## config.mk

```make
export PLATFORM = sky130hd
export DESIGN_NAME = saturn_bus_sequencer_flat
export DESIGN_NICKNAME = d
export VERILOG_FILES = /design/src/rtl/saturn_bus_pkg.sv /design/src/rtl/saturn_bus_sequencer_if.sv /design/src/rtl/saturn_bus_prog_fifo.sv /design/src/rtl/saturn_bus_sequencer.sv /design/src/flat_wrapper.sv
export SDC_FILE = /design/constraint.sdc
export NUM_CORES = 1
export LEC_CHECK = 0
export CAP_MARGIN = 20
export CORE_UTILIZATION = 60
export CTS_CLUSTER_DIAMETER = 60
export DETAILED_ROUTE_END_ITERATION = 8
export GPL_TIMING_DRIVEN = 0
export PLACE_DENSITY = 0.8
export SYNTH_ARGS = -nofsm -noshare
export SYNTH_HDL_FRONTEND = slang
export SYNTH_HIERARCHICAL = 1
export SYNTH_SLANG_ARGS = --single-unit
```

## constraint.sdc

```tcl
create_clock -name i_clk -period 4.95 [get_ports i_clk]
set_input_delay 0.7425 -clock i_clk [delete_from_list [all_inputs] [get_ports i_clk]]
set_output_delay 0.7425 -clock i_clk [all_outputs]
set_load 0.1 [all_outputs]
```

## src/rtl/saturn_bus_pkg.sv

```systemverilog
// Shared types and constants for the Saturn nibble-bus sequencer.
// Phase encodings, sequencer states and the program-entry layout.
package saturn_bus_pkg;

    localparam logic [3:0] PH_1 = 4'b0001;
    localparam logic [3:0] PH_2 = 4'b0010;
    localparam logic [3:0] PH_3 = 4'b0100;
    localparam logic [3:0] PH_4 = 4'b1000;

    // Widest nibble the entry type can carry; narrower buses zero-extend.
    localparam int MAX_DATA_W = 8;

    typedef enum logic [1:0] {
        IDLE,
        SEND,
        READ
    } seq_state_t;

    typedef struct packed {
        logic                  is_cmd;
        logic [MAX_DATA_W-1:0] data;
    } prog_entry_t;

    function automatic logic is_onehot4(input logic [3:0] p);
        return (p != 4'b0) && ((p & (p - 4'd1)) == 4'b0);
    endfunction

endpackage

```

## src/rtl/saturn_bus_sequencer_if.sv

```systemverilog
// Host/bus side signal bundle of the Saturn bus sequencer.
// master = sequencer side, slave = host/bus side.
interface saturn_bus_sequencer_if #(
    parameter int DATA_W     = 4,
    parameter int CNT_W      = 5,
    parameter int PROG_DEPTH = 32
);
    localparam int LVL_W = $clog2(PROG_DEPTH) + 1;

    logic              i_clk_en;
    logic              i_hold;
    logic [3:0]        i_phases;
    logic              i_prog_valid;
    logic              i_prog_is_cmd;
    logic [DATA_W-1:0] i_prog_data;
    logic              o_prog_ready;
    logic              i_read_req;
    logic [CNT_W-1:0]  i_read_count;
    logic              o_bus_clk_en;
    logic              o_bus_is_data;
    logic [DATA_W-1:0] o_bus_nibble_out;
    logic [DATA_W-1:0] i_bus_nibble_in;
    logic              o_read_valid;
    logic [DATA_W-1:0] o_read_data;
    logic              o_busy;
    logic              o_error;
    logic [LVL_W-1:0]  o_level;

    modport master (
        input  i_clk_en, i_hold, i_phases,
        input  i_prog_valid, i_prog_is_cmd,
        input  i_prog_data,
        output o_prog_ready,
        input  i_read_req, i_read_count,
        output o_bus_clk_en, o_bus_is_data,
        output o_bus_nibble_out,
        input  i_bus_nibble_in,
        output o_read_valid, o_read_data,
        output o_busy, o_error, o_level
    );

    modport slave (
        output i_clk_en, i_hold, i_phases,
        output i_prog_valid, i_prog_is_cmd,
        output i_prog_data,
        input  o_prog_ready,
        output i_read_req, i_read_count,
        input  o_bus_clk_en, o_bus_is_data,
        input  o_bus_nibble_out,
        output i_bus_nibble_in,
        input  o_read_valid, o_read_data,
        input  o_busy, o_error, o_level
    );

endinterface

```

## src/rtl/saturn_bus_prog_fifo.sv

```systemverilog
// Program FIFO for the bus sequencer: power-of-two depth,
// wrapping pointers and an exact occupancy count.
module saturn_bus_prog_fifo #(
    parameter int DEPTH = 32,
    parameter int WIDTH = 5,
    localparam int AW = $clog2(DEPTH),
    localparam int LW = AW + 1
) (
    input  logic             i_clk,
    input  logic             i_reset,
    input  logic             i_push,
    input  logic [WIDTH-1:0] i_wdata,
    input  logic             i_pop,
    output logic [WIDTH-1:0] o_rdata,
    output logic [LW-1:0]    o_level,
    output logic             o_full,
    output logic             o_empty
);

    logic [WIDTH-1:0] r_mem [DEPTH];
    logic [AW-1:0]    r_wptr;
    logic [AW-1:0]    r_rptr;
    logic [LW-1:0]    r_level;
    logic             w_do_push;
    logic             w_do_pop;

    assign o_full    = (r_level == LW'(DEPTH));
    assign o_empty   = (r_level == '0);
    assign w_do_push = i_push && !o_full;
    assign w_do_pop  = i_pop && !o_empty;
    assign o_rdata   = r_mem[r_rptr];
    assign o_level   = r_level;

    always_ff @(posedge i_clk) begin
        if (w_do_push) begin
            r_mem[r_wptr] <= i_wdata;
        end
    end

    always_ff @(posedge i_clk) begin
        if (i_reset) begin
            r_wptr  <= '0;
            r_rptr  <= '0;
            r_level <= '0;
        end else begin
            if (w_do_push) begin
                r_wptr <= r_wptr + AW'(1);
            end
            if (w_do_pop) begin
                r_rptr <= r_rptr + AW'(1);
            end
            unique case ({w_do_push, w_do_pop})
                2'b10:   r_level <= r_level + LW'(1);
                2'b01:   r_level <= r_level - LW'(1);
                default: ;
            endcase
        end
    end

endmodule

```

## src/rtl/saturn_bus_sequencer.sv

```systemverilog
// Saturn nibble-bus sequencer: drains a program FIFO onto the bus
// in phase 0001 and runs read bursts when no writes are pending.
module saturn_bus_sequencer
    import saturn_bus_pkg::*;
#(
    parameter int DATA_W     = 4,
    parameter int PROG_DEPTH = 32,
    parameter int CNT_W      = 5
) (
    input  logic i_clk,
    input  logic i_reset,
    saturn_bus_sequencer_if.master io
);

    localparam int LW = $clog2(PROG_DEPTH) + 1;

    logic              w_push;
    logic              w_drop;
    logic              w_step;
    logic              w_pop;
    logic              w_empty;
    logic              w_full;
    logic              w_rem_zero;
    logic              w_rd_acc;
    logic              w_rd_rej;
    logic [LW-1:0]     w_level;
    logic [DATA_W:0]   w_wr_raw;
    logic [DATA_W:0]   w_hd_raw;
    prog_entry_t       w_wr_ent;
    prog_entry_t       w_hd_ent;

    seq_state_t        r_state;
    logic [CNT_W-1:0]  r_rem;
    logic              r_bus_clk_en;
    logic              r_bus_is_data;
    logic [DATA_W-1:0] r_nibble;
    logic              r_read_valid;
    logic [DATA_W-1:0] r_read_data;
    logic              r_error;
    logic              r_busy;

    // Pushes ignore i_hold; everything else waits for a step.
    assign w_push = io.i_clk_en && io.i_prog_valid && !w_full;
    assign w_drop = io.i_clk_en && io.i_prog_valid && w_full;
    assign w_step = io.i_clk_en && !io.i_hold
                 && is_onehot4(io.i_phases);
    assign w_pop  = w_step && (io.i_phases == PH_1) && !w_empty;

    assign w_rem_zero = (r_rem == '0);
    assign w_rd_acc = io.i_clk_en && !io.i_hold && io.i_read_req
                   && w_rem_zero && (io.i_read_count != '0);
    assign w_rd_rej = io.i_clk_en && !io.i_hold && io.i_read_req
                   && !w_rem_zero;

    always_comb begin
        w_wr_ent        = '0;
        w_wr_ent.is_cmd = io.i_prog_is_cmd;
        w_wr_ent.data   = MAX_DATA_W'(io.i_prog_data);
        w_wr_raw        = {w_wr_ent.is_cmd, DATA_W'(w_wr_ent.data)};
        w_hd_ent        = '0;
        w_hd_ent.is_cmd = w_hd_raw[DATA_W];
        w_hd_ent.data   = MAX_DATA_W'(w_hd_raw[DATA_W-1:0]);
    end

    saturn_bus_prog_fifo #(
        .DEPTH (PROG_DEPTH),
        .WIDTH (DATA_W + 1)
    ) u_fifo (
        .i_clk   (i_clk),
        .i_reset (i_reset),
        .i_push  (w_push),
        .i_wdata (w_wr_raw),
        .i_pop   (w_pop),
        .o_rdata (w_hd_raw),
        .o_level (w_level),
        .o_full  (w_full),
        .o_empty (w_empty)
    );

    always_ff @(posedge i_clk) begin
        if (i_reset) begin
            r_state       <= IDLE;
            r_rem         <= '0;
            r_bus_clk_en  <= 1'b0;
            r_bus_is_data <= 1'b0;
            r_nibble      <= '0;
            r_read_valid  <= 1'b0;
            r_read_data   <= '0;
            r_error       <= 1'b0;
            r_busy        <= 1'b1;
        end else begin
            r_read_valid <= 1'b0;
            if (w_step) begin
                unique case (io.i_phases)
                    PH_1: begin
                        if (!w_empty) begin
                            r_nibble      <= DATA_W'(w_hd_ent.data);
                            r_bus_is_data <= !w_hd_ent.is_cmd;
                            r_bus_clk_en  <= 1'b1;
                            r_state       <= SEND;
                        end else if (!w_rem_zero) begin
                            r_bus_is_data <= 1'b1;
                            r_bus_clk_en  <= 1'b1;
                            r_state       <= READ;
                        end else begin
                            r_state <= IDLE;
                        end
                    end
                    PH_2: begin
                        r_bus_clk_en <= 1'b0;
                        if (r_state == READ && !w_rem_zero) begin
                            r_read_data  <= io.i_bus_nibble_in;
                            r_read_valid <= 1'b1;
                            r_rem        <= r_rem - CNT_W'(1);
                        end
                    end
                    PH_3: begin
                        if (w_empty && w_rem_zero && !w_push) begin
                            r_busy  <= 1'b0;
                            r_state <= IDLE;
                        end
                    end
                    PH_4: ;
                    default: ;
                endcase
            end
            if (w_rd_acc) begin
                r_rem <= io.i_read_count;
            end
            if (w_drop || w_rd_rej) begin
                r_error <= 1'b1;
            end
            // New work re-arms busy even if this clock's 0100 cleared it.
            if (w_push || w_rd_acc) begin
                r_busy <= 1'b1;
            end
        end
    end

    assign io.o_prog_ready     = !w_full;
    assign io.o_level          = w_level;
    assign io.o_bus_clk_en     = r_bus_clk_en;
    assign io.o_bus_is_data    = r_bus_is_data;
    assign io.o_bus_nibble_out = r_nibble;
    assign io.o_read_valid     = r_read_valid;
    assign io.o_read_data      = r_read_data;
    assign io.o_busy           = r_busy;
    assign io.o_error          = r_error;

endmodule
```

## src/flat_wrapper.sv

```systemverilog
// flat-port wrapper written by rule: the top's interface ports become plain ports
module saturn_bus_sequencer_flat import saturn_bus_pkg::*;
#(
    parameter int DATA_W     = 4,
    parameter int PROG_DEPTH = 32,
    parameter int CNT_W      = 5
)
  (i_clk, i_reset, io_i_clk_en, io_i_hold, io_i_phases, io_i_prog_valid, io_i_prog_is_cmd, io_i_prog_data, io_o_prog_ready, io_i_read_req, io_i_read_count, io_o_bus_clk_en, io_o_bus_is_data, io_o_bus_nibble_out, io_i_bus_nibble_in, io_o_read_valid, io_o_read_data, io_o_busy, io_o_error, io_o_level);
  saturn_bus_sequencer_if #(.DATA_W(DATA_W), .CNT_W(CNT_W), .PROG_DEPTH(PROG_DEPTH)) io_i ();
  input  logic i_clk;
  input  logic i_reset;
  input wire logic [$bits(io_i.i_clk_en)-1:0] io_i_clk_en;
  input wire logic [$bits(io_i.i_hold)-1:0] io_i_hold;
  input wire logic [$bits(io_i.i_phases)-1:0] io_i_phases;
  input wire logic [$bits(io_i.i_prog_valid)-1:0] io_i_prog_valid;
  input wire logic [$bits(io_i.i_prog_is_cmd)-1:0] io_i_prog_is_cmd;
  input wire logic [$bits(io_i.i_prog_data)-1:0] io_i_prog_data;
  output wire logic [$bits(io_i.o_prog_ready)-1:0] io_o_prog_ready;
  input wire logic [$bits(io_i.i_read_req)-1:0] io_i_read_req;
  input wire logic [$bits(io_i.i_read_count)-1:0] io_i_read_count;
  output wire logic [$bits(io_i.o_bus_clk_en)-1:0] io_o_bus_clk_en;
  output wire logic [$bits(io_i.o_bus_is_data)-1:0] io_o_bus_is_data;
  output wire logic [$bits(io_i.o_bus_nibble_out)-1:0] io_o_bus_nibble_out;
  input wire logic [$bits(io_i.i_bus_nibble_in)-1:0] io_i_bus_nibble_in;
  output wire logic [$bits(io_i.o_read_valid)-1:0] io_o_read_valid;
  output wire logic [$bits(io_i.o_read_data)-1:0] io_o_read_data;
  output wire logic [$bits(io_i.o_busy)-1:0] io_o_busy;
  output wire logic [$bits(io_i.o_error)-1:0] io_o_error;
  output wire logic [$bits(io_i.o_level)-1:0] io_o_level;
  assign io_i.i_clk_en = io_i_clk_en;
  assign io_i.i_hold = io_i_hold;
  assign io_i.i_phases = io_i_phases;
  assign io_i.i_prog_valid = io_i_prog_valid;
  assign io_i.i_prog_is_cmd = io_i_prog_is_cmd;
  assign io_i.i_prog_data = io_i_prog_data;
  assign io_o_prog_ready = io_i.o_prog_ready;
  assign io_i.i_read_req = io_i_read_req;
  assign io_i.i_read_count = io_i_read_count;
  assign io_o_bus_clk_en = io_i.o_bus_clk_en;
  assign io_o_bus_is_data = io_i.o_bus_is_data;
  assign io_o_bus_nibble_out = io_i.o_bus_nibble_out;
  assign io_i.i_bus_nibble_in = io_i_bus_nibble_in;
  assign io_o_read_valid = io_i.o_read_valid;
  assign io_o_read_data = io_i.o_read_data;
  assign io_o_busy = io_i.o_busy;
  assign io_o_error = io_i.o_error;
  assign io_o_level = io_i.o_level;
  saturn_bus_sequencer #(.DATA_W(DATA_W), .PROG_DEPTH(PROG_DEPTH), .CNT_W(CNT_W)) u_core (.i_clk(i_clk), .i_reset(i_reset), .io(io_i));
endmodule
```

## Yosys cells after proc, flatten, opt, wreduce, memory -nomap -nowiden

Memories as Yosys holds them, arrays and structs flattened. A register that Yosys moved wholly into a read port is not among the register bits.
Cells that the tools add are included.

| word-level totals | value |
|---|---|
| flip-flop bits (word level) | 36 |
| latch bits | 0 |
| RAM bits | 160 |
| bits in read-only memories | 0 |
| input bits | 24 |
| memories kept | 1 |

| cells by class | value |
|---|---|
| add/subtract/negate cells | 6 |
| $mul | 0 |
| div/mod/pow operators | 0 |
| order comparisons | 0 |
| equality and inequality tests | 10 |
| shift-type cells | 0 |
| mux-type cells | 18 |
| bitwise operators | 4 |
| reductions and logical operators | 45 |

Memory list:

| name | depth | width | read ports | clocked after memory_dff | wr ports | line | RTL |
|---|---|---|---|---|---|---|---|
| u_core.u_fifo.r_mem | 32 | 5 | 1 | 1 | 1 | saturn_bus_prog_fifo.sv:20 | `logic [WIDTH-1:0] r_mem [DEPTH];` |

Operators by type and width:

| cell | number |
|---|---|
| 5-bit two-way mux | 6 |
| 3-bit AND reduction | 7 |
| 1-bit logical AND | 17 |
| 6-bit one-hot mux with 2 select lines | 1 |
| 2-bit nonzero test | 6 |
| 5-bit by 1-bit adder with 5-bit output (second input constant) | 2 |
| 6-bit by 1-bit adder with 6-bit output (second input constant) | 1 |
| 6-bit equality test (second input constant) | 1 |
| 1-bit zero test | 6 |
| 6-bit zero test | 1 |
| 1-bit two-way mux | 6 |
| 2-bit two-way mux | 3 |
| 6-bit by 1-bit subtractor with 6-bit output (second input constant) | 1 |
| 5-bit zero test | 1 |
| 5-bit nonzero test | 1 |
| 5-bit by 1-bit subtractor with 5-bit output (second input constant) | 1 |
| 4-bit bitwise AND | 1 |
| 2-bit equality test (second input constant) | 2 |
| 4-bit by 1-bit equality test with 1-bit output (second input constant) | 1 |
| 4-bit by 2-bit equality test with 1-bit output (second input constant) | 1 |
| 4-bit by 3-bit equality test with 1-bit output (second input constant) | 1 |
| 4-bit zero test | 1 |
| 2-bit one-hot mux with 2 select lines | 1 |
| 4-bit nonzero test | 1 |
| other kinds (10) | 13 |

## Logic depth before layout (Yosys ltp)

Gate-level depths: netlist of the first run.

| depth | value |
|---|---|
| depth after elaboration | 10 |
| gate-level depth with buffers | 15 |
| mapped depth without buffers | 13 |

## Cells and area by module

Netlist of the first run, hierarchy kept.

Modules (own cells, without submodules):

| module | times used | cells an instance | area each (um^2) |
|---|---|---|---|
| saturn_bus_prog_fifo | 1 | 463 | 7424.6 |
| saturn_bus_sequencer | 1 | 109 | 1027.2 |

## Worst setup path before layout of the first run

No wires, ideal clock.

| timing path | value |
|---|---|
| path type | flip-flop to flip-flop |
| start point | register u_core.u_fifo.r_level[1] (netlist: u_core/u_fifo/o_level[1]) |
| end point | register u_core.u_fifo.r_level[4] (netlist: u_core/u_fifo/o_level[4]) |
| arrival | 4.100 ns |
| slack | 0.726 ns |
| stages on the path, launching flop included | 15 |
| path buffers | 2 |
| clock period less this slack | 4.224 ns |
| path through | dfxtp_1 -> or4_4 -> buf_6 -> nor3_1 -> nor3_2 -> o31ai_4 -> inv_1 -> ha_1 -> clkbuf_1 -> xor2_1 -> ha_1 -> a21oi_1 -> nand4bb_1 -> a31oi_1 -> mux2_1 |

| between the ends | value |
|---|---|
| word-level cells in the longest chain between the ends | 6 |
| elaborated cells on any way between the ends | 14 |
| those cells by class | add/sub: 2; eq/ne: 3; mux: 1; reduce/logical: 8 |

RTL lines:

| what | line | RTL |
|---|---|---|
| start, declared | saturn_bus_prog_fifo.sv:23 | `logic [LW-1:0] r_level;` |
| start signal, assigned | saturn_bus_prog_fifo.sv:53 | `2'b10: r_level <= r_level + LW'(1);` |
| start signal, assigned | saturn_bus_prog_fifo.sv:54 | `2'b01: r_level <= r_level - LW'(1);` |
| 6-bit zero test * | saturn_bus_prog_fifo.sv:28 | `assign o_empty = (r_level == '0);` |
| via u_core.w_empty | saturn_bus_sequencer.sv:21 | `logic w_empty;` |
| 1-bit zero test * | saturn_bus_sequencer.sv:47 | `assign w_pop = w_step && (io.i_phases == PH_1) && !w_empty;` |
| 1-bit logical AND * | saturn_bus_sequencer.sv:47 |  |
| via u_core.w_pop | saturn_bus_sequencer.sv:20 | `logic w_pop;` |
| 1-bit logical AND * | saturn_bus_prog_fifo.sv:30 | `assign w_do_pop = i_pop && !o_empty;` |
| 2-bit by 1-bit equality test with 1-bit output or 2-bit equality test (tied branches) | saturn_bus_prog_fifo.sv:52 | `unique case ({w_do_push, w_do_pop})` |
| 6-bit one-hot mux with 2 select lines or 2-bit nonzero test (tied branches) | - |  |

The timed path passes the listed nets; every way through them passes the cells marked *.
A chain may end at the register's enable or synchronous reset.

## Worst setup path in the final report of the first run

| timing path | value |
|---|---|
| start point | input io_i_clk_en |
| end point | register u_core.u_fifo.r_level[4] (netlist: u_core/u_fifo/o_level[4]) |

| between the ends | value |
|---|---|
| word-level cells in the longest chain between the ends | 7 |
| elaborated cells on any way between the ends | 12 |
| those cells by class | eq/ne: 2; mux: 1; reduce/logical: 9 |

RTL lines:

| what | line | RTL |
|---|---|---|
| start, declared | flat_wrapper.sv:12 | `input wire logic [$bits(io_i.i_clk_en)-1:0] io_i_clk_en;` |
| 1-bit logical AND * | saturn_bus_sequencer.sv:45 | `assign w_step = io.i_clk_en && !io.i_hold` |
| 1-bit logical AND * | saturn_bus_sequencer.sv:46 | `&& is_onehot4(io.i_phases);` |
| 1-bit logical AND * (2 in a row) | saturn_bus_sequencer.sv:47 |  |
| via u_core.w_pop | saturn_bus_sequencer.sv:20 |  |
| 1-bit logical AND * | saturn_bus_prog_fifo.sv:30 |  |
| 2-bit by 1-bit equality test with 1-bit output or 2-bit equality test (tied branches) | saturn_bus_prog_fifo.sv:52 |  |
| 6-bit one-hot mux with 2 select lines or 2-bit nonzero test (tied branches) | - |  |

Marks and branches as above.

==> flow_results.org, run 1 <==
** Run status
- Status :: complete, no violations

** STA
- The final hold violation count is 0.
- Period utilisation layout :: 0.869
- For this run, the top clock speed supported by timing is 232 MHz.
- In this run the tightest slew margin relative to its limit is 0.340.
- Summed negative setup slack over all endpoints :: 0 ns
- Setup repair after global routing missed its margin :: no
- Pins Over Slew Limit :: 0
- The clock period could shrink to 4.30 ns.
- For the pin with the worst max-slew slack, the measured transition is 0.987 ns.
- Across the routed clock network, the largest skew measured is 0.0246 ns.
- Final hold analysis gives a worst-case slack of 0.467 ns.
- Final setup violating endpoints :: 0

** Final layout
- After the last flow step, the layout net total stands at 676.
- The filler cells instantiated in the layout total 868.
- Area growth, synth to finish :: 16.8%
- Antenna diode count :: 0
- Fraction of layout cells with a size suffix above 1 :: 0.132

** Floorplanning
- # IOs :: 44
- Vertical die dimension :: 121 um
- The die is 121 um wide.
- The die covers 0.0146 mm^2.
- Area inside the core boundary :: 0.0138 mm^2
- Starting utilization of the core area :: 0.611
- The initialized floorplan defines 43 standard-cell rows.

** Hold path
- The path class of the tightest hold or removal check is register to register.

** Drt
- For this run, design rule violations remaining after detail routing come to 0.
- 1st-pass router iterations :: 5
- After detailed routing, the average wire length per cell comes to 20.0 um.
- For this block, the via count after detailed routing is 5056.
- Total detailed-routing wirelength :: 16700 um
- After detailed routing, the number of vias per cell comes to 6.04.
- First DRT Iteration DRCs :: 325
- The count of nets left with antenna violations once routing finished came out at 0.

** Synth
- In the synthesized netlist the async set-or-reset flop fraction comes to 0.
- Of the total synthesized cell area, the portion taken by AND, OR, NAND and NOR gates is 0.100.
- Of the post-synthesis cell area, the part taken by muxes is 0.115.
- Of the total synthesized cell area, the portion taken by full adders, half adders and majority gates is 0.0148.
- Number of nets in the synthesized netlist :: 606
- Primary flip-flop cell chosen by synthesis mapping :: sky130_fd_sc_hd__edfxtp_1
- Mean cell area of the mapped netlist :: 14.8 um^2
- After synthesis, the largest family of logic cells by area is multiplexers.
- Synth unique cells :: 67
- The share of the synthesized area in compound gates (AO/OA/AOI/OAI) was 0.0694.
- Counting flops and latches in the post-synthesis netlist gives 201.
- For this run, the register share of the synthesized area comes to 0.666.
- Summing every instance area after synthesis gives 0.00845 mm^2.
- After technology mapping, the gate count stands at 572.
- Synth Area in XOR/XNOR :: 0.0114
- Yosys mapped a number of flops with a built-in enable equal to 160.
- During synthesis, Yosys emitted a total of 6 warnings.

** Critical path
- The critical path is of the primary input to register type.
- Worst endpoint required time :: 5.33 ns
- Maximum net fanout on the critical path :: 10
- The worst setup path is launched from a primary input.
- Crit path arrival time :: 4.69 ns
- The worst setup path is captured at a register.

** Clocking
- Gates resized during post-CTS repair numbered 0.
- TritonCTS built the clock tree.
- Clock tree root buffer cell :: sky130_fd_sc_hd__clkbuf_16
- Number of buffers on the longest clock path :: 3
- Clock slew at the register clock pins of the worst setup and hold paths :: 0.06 ns
- Clock latency on the worst-skew pair :: 0.49 ns
- Clock tree synthesis inserted a total of 21 buffers.
- H-tree Lvls :: 1
- Buffers inserted to repair hold after CTS numbered 0.
- The clock net in this run drives a total of 201 sinks.
- Post-CTS timing repair inserted 0 buffers for setup.

** Placed design
- In this run the tool buffered the top-level ports with 42 buffer cells.
- Routability-driven placement finished with a final weighted congestion of 0.860.
- Detailed placement finished with a half-perimeter wire length of 11000 um.

** Pwr
- For this design the static power due to leakage is 3.18 nW.
- IR drop worst, VDD :: 0.324 mV
- Power per cell area :: 350 mW/mm^2

** Flow run
- Max-cap violations in this run came to 0.

** GRT
- Entering global routing, the biggest net connects 33 pins.
- The total overflow left after global routing is 0.
- The initial antenna violation count came to 0.
- Vias in the first global route :: 4882
- First-pass GRT wire length :: 25400 um
- Combined global-route utilization of all metal layers :: 0.234
[kinds of logic (layout without fill, tap and decap cells)]
group	Yosys count	in the layout
multiplexers	72	72
buffers and inverters	42	127
XOR/XNOR	11	11
adder cells (fa/ha/maj)	10	10
flip-flops	201	201
AO/OA/AOI/OAI	77	77
AND/OR/NAND/NOR	159	159
[final cells by class]
| class | instances | area [um^2] | area share |
|---|---|---|---|
| buffer | 26 | 138 | 0.0139 |
| inverter | 16 | 61.3 | 0.00621 |
| clock inverter | 10 | 83.8 | 0.00849 |
| clock buffer | 28 | 582 | 0.0589 |
| multi-input combinational | 329 | 2630 | 0.266 |
| tap | 180 | 225 | 0.0228 |
| sequential | 201 | 5630 | 0.570 |
| timing repair buffer | 47 | 531 | 0.0537 |
[sequential cells by signal (all words and copies together), names as in the netlist, 2 cells and up, named ones only]
signal	cells
u_core/io.o_read_data	4
u_core/r_state	2
u_core/u_fifo/o_level	6
u_core/u_fifo/r_wptr	5
u_core/u_fifo/r_mem	160
u_core/r_rem	5
u_core/u_fifo/r_rptr	5
u_core/io.o_bus_nibble_out	4
[stage by stage]
step | std cells | setup slack, ns | power [W] | area [um^2] | utilization
6_report | 837 | 0.648 | 0.00346 | 9870 | 0.714
3_3_place_gp | 794 | 0.342 | 0.00199 | 9100 | 0.658
5_1_grt | 837 | 0.409 | 0.00355 | 9870 | 0.714
4_1_cts | 832 | 0.698 | 0.00346 | 9760 | 0.706
2_1_floorplan | 572 | 0.726 | 0.00194 | 8450 | -
3_5_place_dp | 794 | 0.208 | 0.00200 | 9100 | 0.658
[cells in the final DEF (no fill, tap or decap), drive strengths merged, types with 11 or more instances in the layout]
cell and count:
nand3 21, mux4 20, inv 16, nor2 62, clkdlybuf4s50 42, mux2i 50, a22oi 11, a21oi 22
dfxtp 41, clkbuf 41, nand2 21, buf 18, edfxtp 160
[routing by layer]
layer  vias to the layer above  global-route usage  wire, um
li1                       2346                   -         -
met4                         0              0.0826       563
met1                      2470               0.310      6810
met2                       194               0.386      8220
met5                         -                   0         0
met3                        46              0.0476      1130
[synthesized netlist by cell type, drive strengths merged, types with 5 or more instances]
| master | instances | area (um^2) |
|---|---|---|
| nor2 | 62 | 233 |
| or3 | 5 | 31.3 |
| a21oi | 22 | 110 |
| o21ai | 7 | 35.0 |
| ha | 10 | 125 |
| mux2i | 50 | 500 |
| xor2 | 8 | 70.1 |
| a221oi | 7 | 67.6 |
| buf | 14 | 92.6 |
| a22oi | 11 | 82.6 |
| dfxtp | 41 | 821 |
| inv | 15 | 56.3 |
| mux4 | 20 | 450 |
| a22o | 5 | 43.8 |
| nor3 | 8 | 45.0 |
| clkbuf | 12 | 45.0 |
| edfxtp | 160 | 4800 |
| nand3b | 7 | 52.6 |
| nor2b | 5 | 31.3 |
| or3b | 5 | 43.8 |
| nand2 | 21 | 78.8 |
| nand3 | 21 | 105 |
[power by group]
part	leakage, nW	internal [W]	switching, W	total [W]
registers	1.77	0.00183	0.00000709	0.00184
logic	1.09	0.0000508	0.0000854	0.000136
clock network	0.322	0.000881	0.000603	0.00148
total	3.18	0.00276	0.000695	0.00346
[worst paths after layout]
kind	cells after the start	slack (ns)	endpoint	start
setup / recovery	14	0.65	u_core/u_fifo/o_level[4]	io_i_clk_en
hold reg to reg	2	0.47	u_core/io.o_busy	u_core/io.o_busy
setup reg to reg	14	0.86	u_core/u_fifo/o_level[4]	u_core/u_fifo/o_level[1]
hold / removal	2	0.47	u_core/io.o_busy	u_core/io.o_busy
[critical path, stage by stage]
cell,delay (ns)
sky130_fd_sc_hd__clkdlybuf4s50_1,0.54
sky130_fd_sc_hd__or3b_1,0.38
sky130_fd_sc_hd__buf_6,0.14
sky130_fd_sc_hd__nor3_2,0.68
sky130_fd_sc_hd__o31ai_4,0.24
sky130_fd_sc_hd__inv_1,0.13
sky130_fd_sc_hd__ha_1,0.21
sky130_fd_sc_hd__clkbuf_1,0.39
sky130_fd_sc_hd__xor2_1,0.13
sky130_fd_sc_hd__ha_1,0.20
sky130_fd_sc_hd__a21oi_1,0.24
sky130_fd_sc_hd__a22oi_1,0.14
sky130_fd_sc_hd__a31oi_1,0.17
sky130_fd_sc_hd__mux2_1,0.33
Note: power is estimated with default switching activity, not from simulation.
==> run 2: changes to the inputs <==
--- a/config.mk
+++ b/config.mk
@@ -6,11 +6,13 @@
 export NUM_CORES = 1
 export LEC_CHECK = 0
 export CAP_MARGIN = 20
+export CORE_ASPECT_RATIO = 1.4
 export CORE_UTILIZATION = 60
 export CTS_CLUSTER_DIAMETER = 60
 export DETAILED_ROUTE_END_ITERATION = 8
 export GPL_TIMING_DRIVEN = 0
 export PLACE_DENSITY = 0.8
+export SLEW_MARGIN = 20
 export SYNTH_ARGS = -nofsm -noshare
 export SYNTH_HDL_FRONTEND = slang
 export SYNTH_HIERARCHICAL = 1
==> run 2 against run 1 <==
Net effect: critical path depth did not move; flip-flop and latch count did not move; highest routed layer unchanged; final area fell by 1.4%; critical path type unchanged; largest power group unchanged.
==> flow_results.org, run 2 (synthesis gave the netlist of run 1 again) <==
** Clocking
- Clock latency on the worst-skew pair :: 0.49 ns (about the same)
- Number of buffers on the longest clock path :: 3 (unchanged)
- Clock slew at the register clock pins of the worst setup and hold paths :: 0.06 ns (about the same)
- Post-CTS Hold Buffers :: 0 (unchanged)
- The post-CTS resize count was 0 (unchanged).
- Clock tree root buffer cell :: sky130_fd_sc_hd__clkbuf_16
- Clock tree from TritonCTS :: built
- Number of buffers inserted during clock tree synthesis :: 20 (-4.8%)
- The total number of clock tree sinks came to 201 (unchanged).
- H-tree Lvls :: 1 (unchanged)
- Post CTS Setup Buffer Count :: 0 (unchanged)

** Drt
- The routed length on met2 was 9260 um (+13%).
- Number of vias in the routed layout :: 5077 (+0.42%)
- Drc violations :: 0 (unchanged)
- Top routing layer used :: met4
- Final routed wire length divided by cell count :: 20.9 um (+4.4%)
- The number of violations reported at the end of detailed-routing iteration 0 was 405 (+25%).
- Drt via density :: 6.10 (+1.0%)
- The routed length on met3 is 1020 um (-10%).
- Number of nets with antenna violations after routing :: 0 (unchanged)
- Total detailed-routing wirelength :: 17400 um (+3.8%)
- 1st-pass router iterations :: 7 (+2)
- Total routed wire length on the met1 layer :: 6470 um (-5.0%)

** Floorplanning
- Placement row count :: 50 (+16%)
- Area inside the core boundary :: 0.0136 mm^2 (-1.8%)
- Vertical die dimension :: 142 um (+18%)
- # IOs :: 44 (unchanged)
- Floorplan die width :: 102 um (-15%)
- The area of the die came to 0.0146 mm^2 (about the same).
- The starting density of the core came to 0.623 (+0.0113).

** Final layout
- Final layout net count :: 670 (-0.89%)
- Flip-flop count of the largest register after layout :: 160 (unchanged)
- Area used by sequential logic in the layout :: 0.00563 mm^2 (unchanged)
- The number of fillers in the final layout came to 907 (+4.5%).
- Most common cell after layout, fill and taps aside :: sky130_fd_sc_hd__edfxtp_1
- Multi-input combinational cell area :: 0.00263 mm^2 (unchanged)
- Fraction of layout cells with a size suffix above 1 :: 0.134 (+0.00143)
- Area growth, synth to finish :: 15.2%
- The antenna diode count is 0 (unchanged).
- Leaving out fill and tap cells, the most frequent cells in the layout are 160 x sky130_fd_sc_hd__edfxtp_1, 62 x sky130_fd_sc_hd__nor2_1, 50 x sky130_fd_sc_hd__mux2i_1.
- Biggest register :: u_core/u_fifo/r_mem

** STA
- Final setup violating endpoints :: 0 (unchanged)
- The accumulated negative setup slack came to 0 ns (unchanged).
- Final hold slack :: 0.469 ns (+0.00225 ns)
- The shortest clock period the worst path allows after layout is 4.37 ns (+0.0669 ns).
- The number of pins with negative max-slew slack in the final report came to 0 (unchanged).
- The upper clock frequency limit came to 229 MHz (-1.5%).
- The worst setup margin came to 0.581 ns (-0.0669 ns).
- Tightest slew margin relative to the limit :: 0.330 (-0.0107)
- The post-route clock skew was 0.0122 ns (-0.0124 ns).
- The slew at the pin closest to its max-slew limit was 1.00 ns (+0.0160 ns).
- The final hold violation count is 0 (unchanged).
- Setup repair after global routing missed its margin :: no
- The portion of the clock cycle consumed by the worst path in the final layout is 0.883 (+0.0135).

** Pwr
- The leakage component of the power is 3.12 nW (-1.9%).
- The internal power is 0.00274 W (-0.64%).
- IR drop worst, VDD :: 0.295 mV (-8.8%)
- The fraction of power spent switching nets is 0.206 (+0.00454).
- Switching Power :: 0.000711 W (+2.2%)
- The total power density per cell area is 355 mW/mm^2 (+1.4%).
- Clock network fraction of design power :: 0.432 (+0.003)
- Power share of the sequential group :: 0.532 (about the same)
- Logic pwr share :: 0.036 (-0.003)

** Run status
- Status :: complete, no violations

** Critical path
- Cells along the critical path :: clkdlybuf4s50_1, or3b_1, buf_6, nor3_2, o31ai_4, inv_1, ha_1, clkbuf_1, xor2_1, ha_1, a21oi_1, a22oi_1, a31oi_1, mux2_1
- Origin of the critical flop-to-flop path :: u_core/u_fifo/o_level[1]
- Worst endpoint required time :: 5.32 ns (about the same)
- R2R Setup Slk :: 0.85 ns (about the same)
- Following the worst setup path forward leads to its endpoint at u_core/u_fifo/o_level[4].
- Delay-heaviest family, CP :: buffers and inverters
- Cell type with the highest occurrence count on the critical path :: sky130_fd_sc_hd__ha_1
- The critical path data arrival time is 4.74 ns (+0.05 ns).
- Startpoint types :: primary input
- Tracing the worst setup path back leads to its startpoint at io_i_clk_en.
- Instance count on the critical path :: 14 (unchanged)
- The critical path in this run is classified as primary input to register.
- The endpoint identified for the worst register-to-register timing path is u_core/u_fifo/o_level[4].
- The count of cells along the worst register-to-register path came to 14 (unchanged).
- Maximum net fanout on the critical path :: 10 (unchanged)
- Worst Setup End Kind :: register
- The slowest stage of the critical path belongs to the cell sky130_fd_sc_hd__nor3_2.
- The total buffers and inverters traversed by the critical path was 4 (unchanged).
- Delay contributed by the slowest stage of the critical path :: 0.69 ns (about the same)

** Hold path
- In this run the worst hold path is classified as register to register.

** Flow run
- The max-capacitance violation count was 0 (unchanged).

** GRT
- The total global-route track usage was 0.249 (+0.0145).
- Largest net degree at the start of global routing :: 33 (unchanged)
- Antenna violations before repair :: 0 (unchanged)
- The total overflow reported by the global router is 0 (unchanged).
- The via count of the first global-routing pass is 5099 (+4.4%).
- First-pass GRT wire length :: 26700 um (+5.0%)

** Placed design
- HPWL after detailed placement :: 11200 um (+2.0%)
- Port buffer count :: 42 (unchanged)
- The pre-CTS worst setup slack was 0.133 ns (-0.0747 ns).
- The final weighted congestion in routability-driven placement came to 0.883 (+2.6%).
## run 2: cell count changes in the layout (fill, tap and decap cells not counted), sizes merged
| cell | before | now |
|---|---|---|
| clkdlybuf4s50 | 42 | 37 |
| inv | 16 | 15 |
| buf | 18 | 19 |
| clkinvlp | 1 | 2 |
| bufinv | 1 | 2 |
| clkbuf | 41 | 37 |
## run 2: power by group through the flow
stage / Combinational (W) / Sequential (W) / Clock (W)
final: 0.000125 / 0.00184 / 0.00149
after global routing: 0.000134 / 0.00184 / 0.00158
after CTS: 0.000126 / 0.00184 / 0.00152
after detailed placement: 0.000125 / 0.00187 / 0
after global placement: 0.000120 / 0.00187 / 0
after floorplan: 0.0000535 / 0.00188 / 0
## run 2: routing by layer
metal | vias up | global-route usage
met5 | - | 0
met1 | 2514 | 0.299
met3 | 37 | 0.0344
li1 | 2324 | -
met4 | 0 | 0.105
met2 | 202 | 0.443
## run 2: worst min-delay path by stage
stage	start	cells after the start	slack, ns	endpoint
after global placement	u_core/io.o_busy	2	0.46	u_core/io.o_busy
final	u_core/io.o_busy	2	0.47	u_core/io.o_busy
after global routing	u_core/io.o_busy	2	0.49	u_core/io.o_busy
after floorplan	u_core/r_state[0]	2	0.46	u_core/r_state[0]
after detailed placement	u_core/io.o_busy	2	0.46	u_core/io.o_busy
after CTS	u_core/io.o_busy	2	0.47	u_core/io.o_busy
## run 2: through the flow
stage	total power, W	util	cell area [um^2]	cells
after global routing	0.00355	0.717	9730	832
after global placement	0.00199	0.670	9100	796
after detailed placement	0.00200	0.670	9100	796
after floorplan	0.00194	-	8450	572
after CTS	0.00348	0.719	9760	832
final	0.00345	0.717	9730	832
## run 2: area by class of cell
class                      instances  share of cell area
sequential                       201               0.578
multi-input combinational        329               0.270
clock buffer                      25              0.0544
timing repair buffer              42              0.0406
tap                              182              0.0234
buffer                            26              0.0141
clock inverter                    11              0.0134
inverter                          16             0.00630
## run 2: tightest hold or removal path, stage by stage, from the launching register on
cell and delay [ns]:
sky130_fd_sc_hd__dfxtp_1 0.32, sky130_fd_sc_hd__o31ai_1 0.06, sky130_fd_sc_hd__nand2_1 0.04
